==> src/rtl/switch_debouncer_if.sv <==
// switch_debouncer_if: raw switch levels in, debounced level and edge pulses out.
interface switch_debouncer_if #(parameter int WIDTH = 10);
    logic [WIDTH-1:0] SW;
    logic [WIDTH-1:0] SW_DB;
    logic [WIDTH-1:0] SW_RISE;
    logic [WIDTH-1:0] SW_FALL;
    logic             SW_CHANGED;
    modport master (output SW, input SW_DB, SW_RISE, SW_FALL, SW_CHANGED);
    modport slave (input SW, output SW_DB, SW_RISE, SW_FALL, SW_CHANGED);
endinterface

==> src/rtl/switch_debouncer.sv <==
// switch_debouncer: 2-flop synchronizer plus per-bit tick-counted stability filter with rise/fall pulses.
module switch_debouncer #(
    parameter int WIDTH        = 10,
    parameter int TICK_DIV     = 50000,
    parameter int STABLE_TICKS = 10
) (
    input logic               CLOCK_50,
    input logic               RESET_N,
    switch_debouncer_if.slave sw_if
);
    localparam int PW = $clog2(TICK_DIV);
    localparam int CW = $clog2(STABLE_TICKS + 1);
    localparam logic [PW-1:0] PRE_MAX = PW'(TICK_DIV - 1);
    localparam logic [CW-1:0] CNT_MAX = CW'(STABLE_TICKS - 1);

    logic [WIDTH-1:0]         s1_q, s1_d, s2_q, s2_d;
    logic [WIDTH-1:0]         db_q, db_d, rise_q, rise_d, fall_q, fall_d;
    logic                     changed_q, changed_d;
    logic [PW-1:0]            pre_q, pre_d;
    logic [WIDTH-1:0][CW-1:0] cnt_q, cnt_d;
    logic [WIDTH-1:0]         acc;
    logic                     tick;

    always_comb begin
        s1_d = sw_if.SW;
        s2_d = s1_q;
        tick = pre_q == PRE_MAX;
        pre_d = tick ? '0 : pre_q + 1'b1;
        acc = '0;
        cnt_d = cnt_q;
        for (int i = 0; i < WIDTH; i++) begin
            acc[i] = tick && (s2_q[i] != db_q[i]) && (cnt_q[i] == CNT_MAX);
            // Counter only advances while the bit disagrees with the accepted level
            cnt_d[i] = (s2_q[i] == db_q[i] || acc[i]) ? '0 : tick ? cnt_q[i] + 1'b1 : cnt_q[i];
        end
        db_d = db_q ^ acc;
        rise_d = acc & s2_q;
        fall_d = acc & ~s2_q;
        changed_d = |acc;
    end

    always_ff @(posedge CLOCK_50 or negedge RESET_N) begin
        if (!RESET_N) begin
            s1_q      <= '0;
            s2_q      <= '0;
            db_q      <= '0;
            rise_q    <= '0;
            fall_q    <= '0;
            changed_q <= 1'b0;
            pre_q     <= '0;
            cnt_q     <= '0;
        end else begin
            s1_q      <= s1_d;
            s2_q      <= s2_d;
            db_q      <= db_d;
            rise_q    <= rise_d;
            fall_q    <= fall_d;
            changed_q <= changed_d;
            pre_q     <= pre_d;
            cnt_q     <= cnt_d;
        end
    end

    assign sw_if.SW_DB      = db_q;
    assign sw_if.SW_RISE    = rise_q;
    assign sw_if.SW_FALL    = fall_q;
    assign sw_if.SW_CHANGED = changed_q;
endmodule

==> src/flat_wrapper.sv <==
// flat-port wrapper written by rule: the top's interface ports become plain ports
module switch_debouncer_flat 
#(
    parameter int WIDTH        = 10,
    parameter int TICK_DIV     = 50000,
    parameter int STABLE_TICKS = 10
)
  (CLOCK_50, RESET_N, sw_if_SW, sw_if_SW_DB, sw_if_SW_RISE, sw_if_SW_FALL, sw_if_SW_CHANGED);
  switch_debouncer_if #(.WIDTH(WIDTH)) sw_if_i ();
  input logic CLOCK_50;
  input logic RESET_N;
  input wire logic [$bits(sw_if_i.SW)-1:0] sw_if_SW;
  output wire logic [$bits(sw_if_i.SW_DB)-1:0] sw_if_SW_DB;
  output wire logic [$bits(sw_if_i.SW_RISE)-1:0] sw_if_SW_RISE;
  output wire logic [$bits(sw_if_i.SW_FALL)-1:0] sw_if_SW_FALL;
  output wire logic [$bits(sw_if_i.SW_CHANGED)-1:0] sw_if_SW_CHANGED;
  assign sw_if_i.SW = sw_if_SW;
  assign sw_if_SW_DB = sw_if_i.SW_DB;
  assign sw_if_SW_RISE = sw_if_i.SW_RISE;
  assign sw_if_SW_FALL = sw_if_i.SW_FALL;
  assign sw_if_SW_CHANGED = sw_if_i.SW_CHANGED;
  switch_debouncer #(.WIDTH(WIDTH), .TICK_DIV(TICK_DIV), .STABLE_TICKS(STABLE_TICKS)) u_core (.CLOCK_50(CLOCK_50), .RESET_N(RESET_N), .sw_if(sw_if_i));
endmodule
==> config.mk <==
export PLATFORM = sky130hd
export DESIGN_NAME = switch_debouncer_flat
export DESIGN_NICKNAME = d
export VERILOG_FILES = /design/src/rtl/switch_debouncer_if.sv /design/src/rtl/switch_debouncer.sv /design/src/flat_wrapper.sv
export SDC_FILE = /design/constraint.sdc
export NUM_CORES = 1
export LEC_CHECK = 0
export BUFFER_PORTS_ARGS = -buffer_cell sky130_fd_sc_hd__clkbuf_2
export CAP_MARGIN = 20
export CORE_MARGIN = 3
export CORE_UTILIZATION = 63
export CTS_CLUSTER_DIAMETER = 120
export DETAILED_ROUTE_END_ITERATION = 7
export GPL_TIMING_DRIVEN = 0
export PLACE_DENSITY = 0.85
export SETUP_SLACK_MARGIN = 0.15
export SLEW_MARGIN = 20
export SYNTH_ARGS = -nofsm -noshare
export SYNTH_HDL_FRONTEND = slang
export SYNTH_SLANG_ARGS = --single-unit
==> constraint.sdc <==
create_clock -name CLOCK_50 -period 3.8 [get_ports CLOCK_50]
set_clock_uncertainty 0.1 [all_clocks]
set_input_delay 0.76 -clock CLOCK_50 [delete_from_list [all_inputs] [get_ports CLOCK_50]]
set_output_delay 0.76 -clock CLOCK_50 [all_outputs]
set_load 0.1 [all_outputs]
==> metrics.md <==
| Metric | Value |
|---|---|
| VDD IR max | `between 0.2 and 0.3 mV` |
| Final critical-path share of the clock period | `0.603` |
| Share of layout cells above drive strength 1 | `0.168` |
| Mapped cell area | `around 4600 µm²` |
| Final total power | `between 1.5 and 2 mW` |
| Max Slew Vio Count | `0` |
| Area Overhead vs Synth | `12.0%` |
| GRT Overall Usage | `0.228` |
| Ant. Diodes | `0` |
| Worst flop-to-flop path startpoint | `u_core.pre_q[0]` |
| Synthesis Warnings | `0` |
| Post-route cell area | `about 5100 µm²` |
| Worst Path Required | `approximately 4 ns` |
| DR vias/cell | `between 5 and 6` |
| Post-Synthesis Cells | `405` |
| Clk sinks | `around 110` |
| Post-synthesis net count | `approximately 440` |
| Fmax achieved | `between 400 and 500 MHz` |
| Post-layout min period | `2.29 ns` |
| First-pass GRT wire length | `around 15000 µm` |
| Grt ovf | `0` |
| Worst path max stage delay | `about 0.47 ns` |
| Initial Util | `0.661` |
| Max H-tree Level | `3` |
| Via count of the first global-routing pass | `3208` |
| Run status | `completed` |
| Slowest stage cell, crit path | `clkbuf_1` |
| Reg power frac | `0.622` |
| Total clock buffers created by CTS | `9` |
| Die X | `slightly above 90 µm` |
| Avg Cell Area, Syn | `about 11 µm²` |
| CTS max path bufs | `2` |
| Commonest non-fill, non-tap cell in the layout | `dfrtp_1` |
| Violation count after the first detailed-route iteration | `between 150 and 200` |
| Synth top area share | `0.583` |
| Launch point of the critical path | `u_core.pre_q[0]` |
| RSZ-0062 raised after global routing | `false` |
| Yosys cell types | `32` |
| Synth top area cells | `dfrtp_1, ha_1, xnor2_1, nand2_1, a21oi_1` |
| Worst slew margin | `0.482` |
| Pin count of the biggest net entering global routing | `93` |
| CP max FO | `10` |
| Sw Share | `0.226` |
| Drt pass-1 iters | `4` |
| Commonest non-fill, non-tap cells in the layout | `dfrtp_1, nand2_1, clkbuf_2` |
| CP arrival | `2.49 ns` |
| DR DRC count | `0` |
| Cts hold-fix bufs | `0` |
| Fin nets | `approximately 490` |
| Seq cells post-synth | `approximately 110` |
| Synth area leader | `dfrtp_1` |
| Max-cap violations | `0` |
| Setup TNS | `0 ns` |
| Top Ports | `43` |
| Wire length per cell | `about 16 µm` |
| Die Y | `around 91 µm` |
| Die area | `8350 µm²` |
| Post-CTS resize count | `0` |
| NetSw | `roughly 0.42 mW` |
| ANT nets after route | `0` |
| Crit Path Category | `flop to flop` |
| Pint | `1.44 mW` |
| Hpwl dp | `around 6000 µm` |
| Ordered list of cells on the worst path | `ha_1 -> and3_1 -> nand4_4 -> clkbuf_1 -> clkbuf_1 -> nand2_1 -> a21oi_1` |
| Routed WL | `8990 µm` |
| Pwr Density | `between 300 and 400 nW/µm²` |
| Slew @ Worst Pin | `slightly below 0.8 ns` |
| Final setup viols | `0` |
| CTS clk-pin slew, worst paths | `about 0.1 ns` |
| Core Footprint | `6940 µm²` |
| Register area share after synthesis | `0.583` |
| Post CTS Setup Buffer Count | `0` |
| Initial antenna violation count | `0` |
| # port buffers | `42` |
| Skew-Pair Late Insertion Delay | `between 0.3 and 0.4 ns` |
| Min-Delay Path Class | `input pin to async pin` |
| Clk pwr share | `0.356` |
| Logic pwr share | `0.023` |
| Crit end category | `flop` |
| CTS tree | `built` |
| Site Rows | `30` |
| Leak | `~2.4 nW` |
| Most used cell, CP | `clkbuf_1` |
| Area of placed instances | `4960 µm²` |
| Final hold violations | `0` |
| Total number of vias | `3241` |
| Root Buffer | `clkbuf_8` |
| Final GP Congestion | `approximately 0.84` |
| Startpoint types | `flop` |
layout make-up:
| cell class | instances | area, µm² |
|---|---|---|
| clock inverters | 5 | 35.0 |
| flip-flops and latches | 107 | 2680 |
| well taps | 96 | 120 |
| multi-input cells | 266 | 1780 |
| inverters | 22 | 82.6 |
| plain buffers | 10 | 53.8 |
| repair buffers | 43 | 246 |
| fillers | 489 | 1800 |
| clock buffers | 11 | 151 |
logic make-up after synthesis:
family                     count (synthesis)  share of synthesized area
AOI/OAI and AO/OA                         75                      0.107
xor gates and xnor gates                  31                     0.0591
DFF                                      107                      0.583
buffers and inverters                     32                     0.0297
and+or+nand+nor                          138                      0.161
adders and majority gates                 21                     0.0572
muxes                                      1                    0.00218
power by group through the flow:
stage	combinational [mW]	clock [mW]	sequential, mW
2_1_floorplan	0.00887	0	1.18
3_3_place_gp	0.0377	0	1.18
3_5_place_dp	0.0436	0	1.18
4_1_cts	0.0438	0.675	1.15
5_1_grt	0.0481	0.711	1.15
6_report	0.0420	0.660	1.15
layer usage:
metal	vias to the layer above	share of wire	track usage
met5	-	0	0
met1	1587	0.43	0.291
met2	89	0.49	0.370
li1	1544	-	-
met4	0	0.021	0.0892
met3	21	0.055	0.0638
sequential cells by signal (all words and copies together), names as in the netlist:
name and flops:
u_core.sw_if.SW_RISE 10, u_core.cnt_q 40, u_core.s1_q 10, u_core.sw_if.SW_DB 10, u_core.s2_q 10, u_core.sw_if.SW_CHANGED 1, u_core.pre_q 16, u_core.sw_if.SW_FALL 10
stage by stage:
stage,utilization,instances,setup slack [ns],hold slack [ns]
after global routing,0.741,560,1.27,0.107
final,0.741,560,1.51,0.117
after floorplan,-,405,1.60,0.231
after CTS,0.741,560,1.50,0.108
after detailed placement,0.714,544,1.54,0.236
after global placement,0.709,543,0.526,0.232
path summary, 6_finish.rpt:
path,endpoint,slack (ns),depth (start not counted)
worst max-delay path,u_core.cnt_q[25],1.51,7
worst min-delay path,u_core.s2_q[7],0.12,1
worst max register to register,u_core.cnt_q[25],1.51,7
worst min register to register,u_core.s2_q[2],0.26,0
max in group asynchronous,u_core.s2_q[1],2.83,2
min in group CLOCK_50,u_core.s2_q[2],0.26,0
worst max-delay path, delay by kind of cell (launching register included):
| kind | cells | cell delay (ns) |
|---|---|---|
| DFF | 1 | 0.42 |
| and+or+nand+nor | 3 | 0.50 |
| adders and majority gates | 1 | 0.25 |
| buffers and inverters | 2 | 0.80 |
| AOI/OAI and AO/OA | 1 | 0.16 |
synth_stat cells:
cell type  number
dfrtp_1       107
nand2_1        45
a21oi_1        32
nor2_1         25
xnor2_1        24
inv_1          22
ha_1           21
or3_1          21
a31o_2         11
nor3_1         11
o21ai_0        11
a311oi_1       10
a41oi_1        10
or4_1          10
xor2_1          7
clkbuf_1        6
and3_1          5
nand3_1         4
nor4_1          4
and4_1          3
nand4_1         3
and4bb_2        2
buf_4           2
a31oi_1         1
and4b_1         1
buf_2           1
buf_6           1
mux2i_1         1
nand4_4         1
nor2b_1         1
nor4b_1         1
nor4b_4         1
Power figures use the tool's default switching activity.
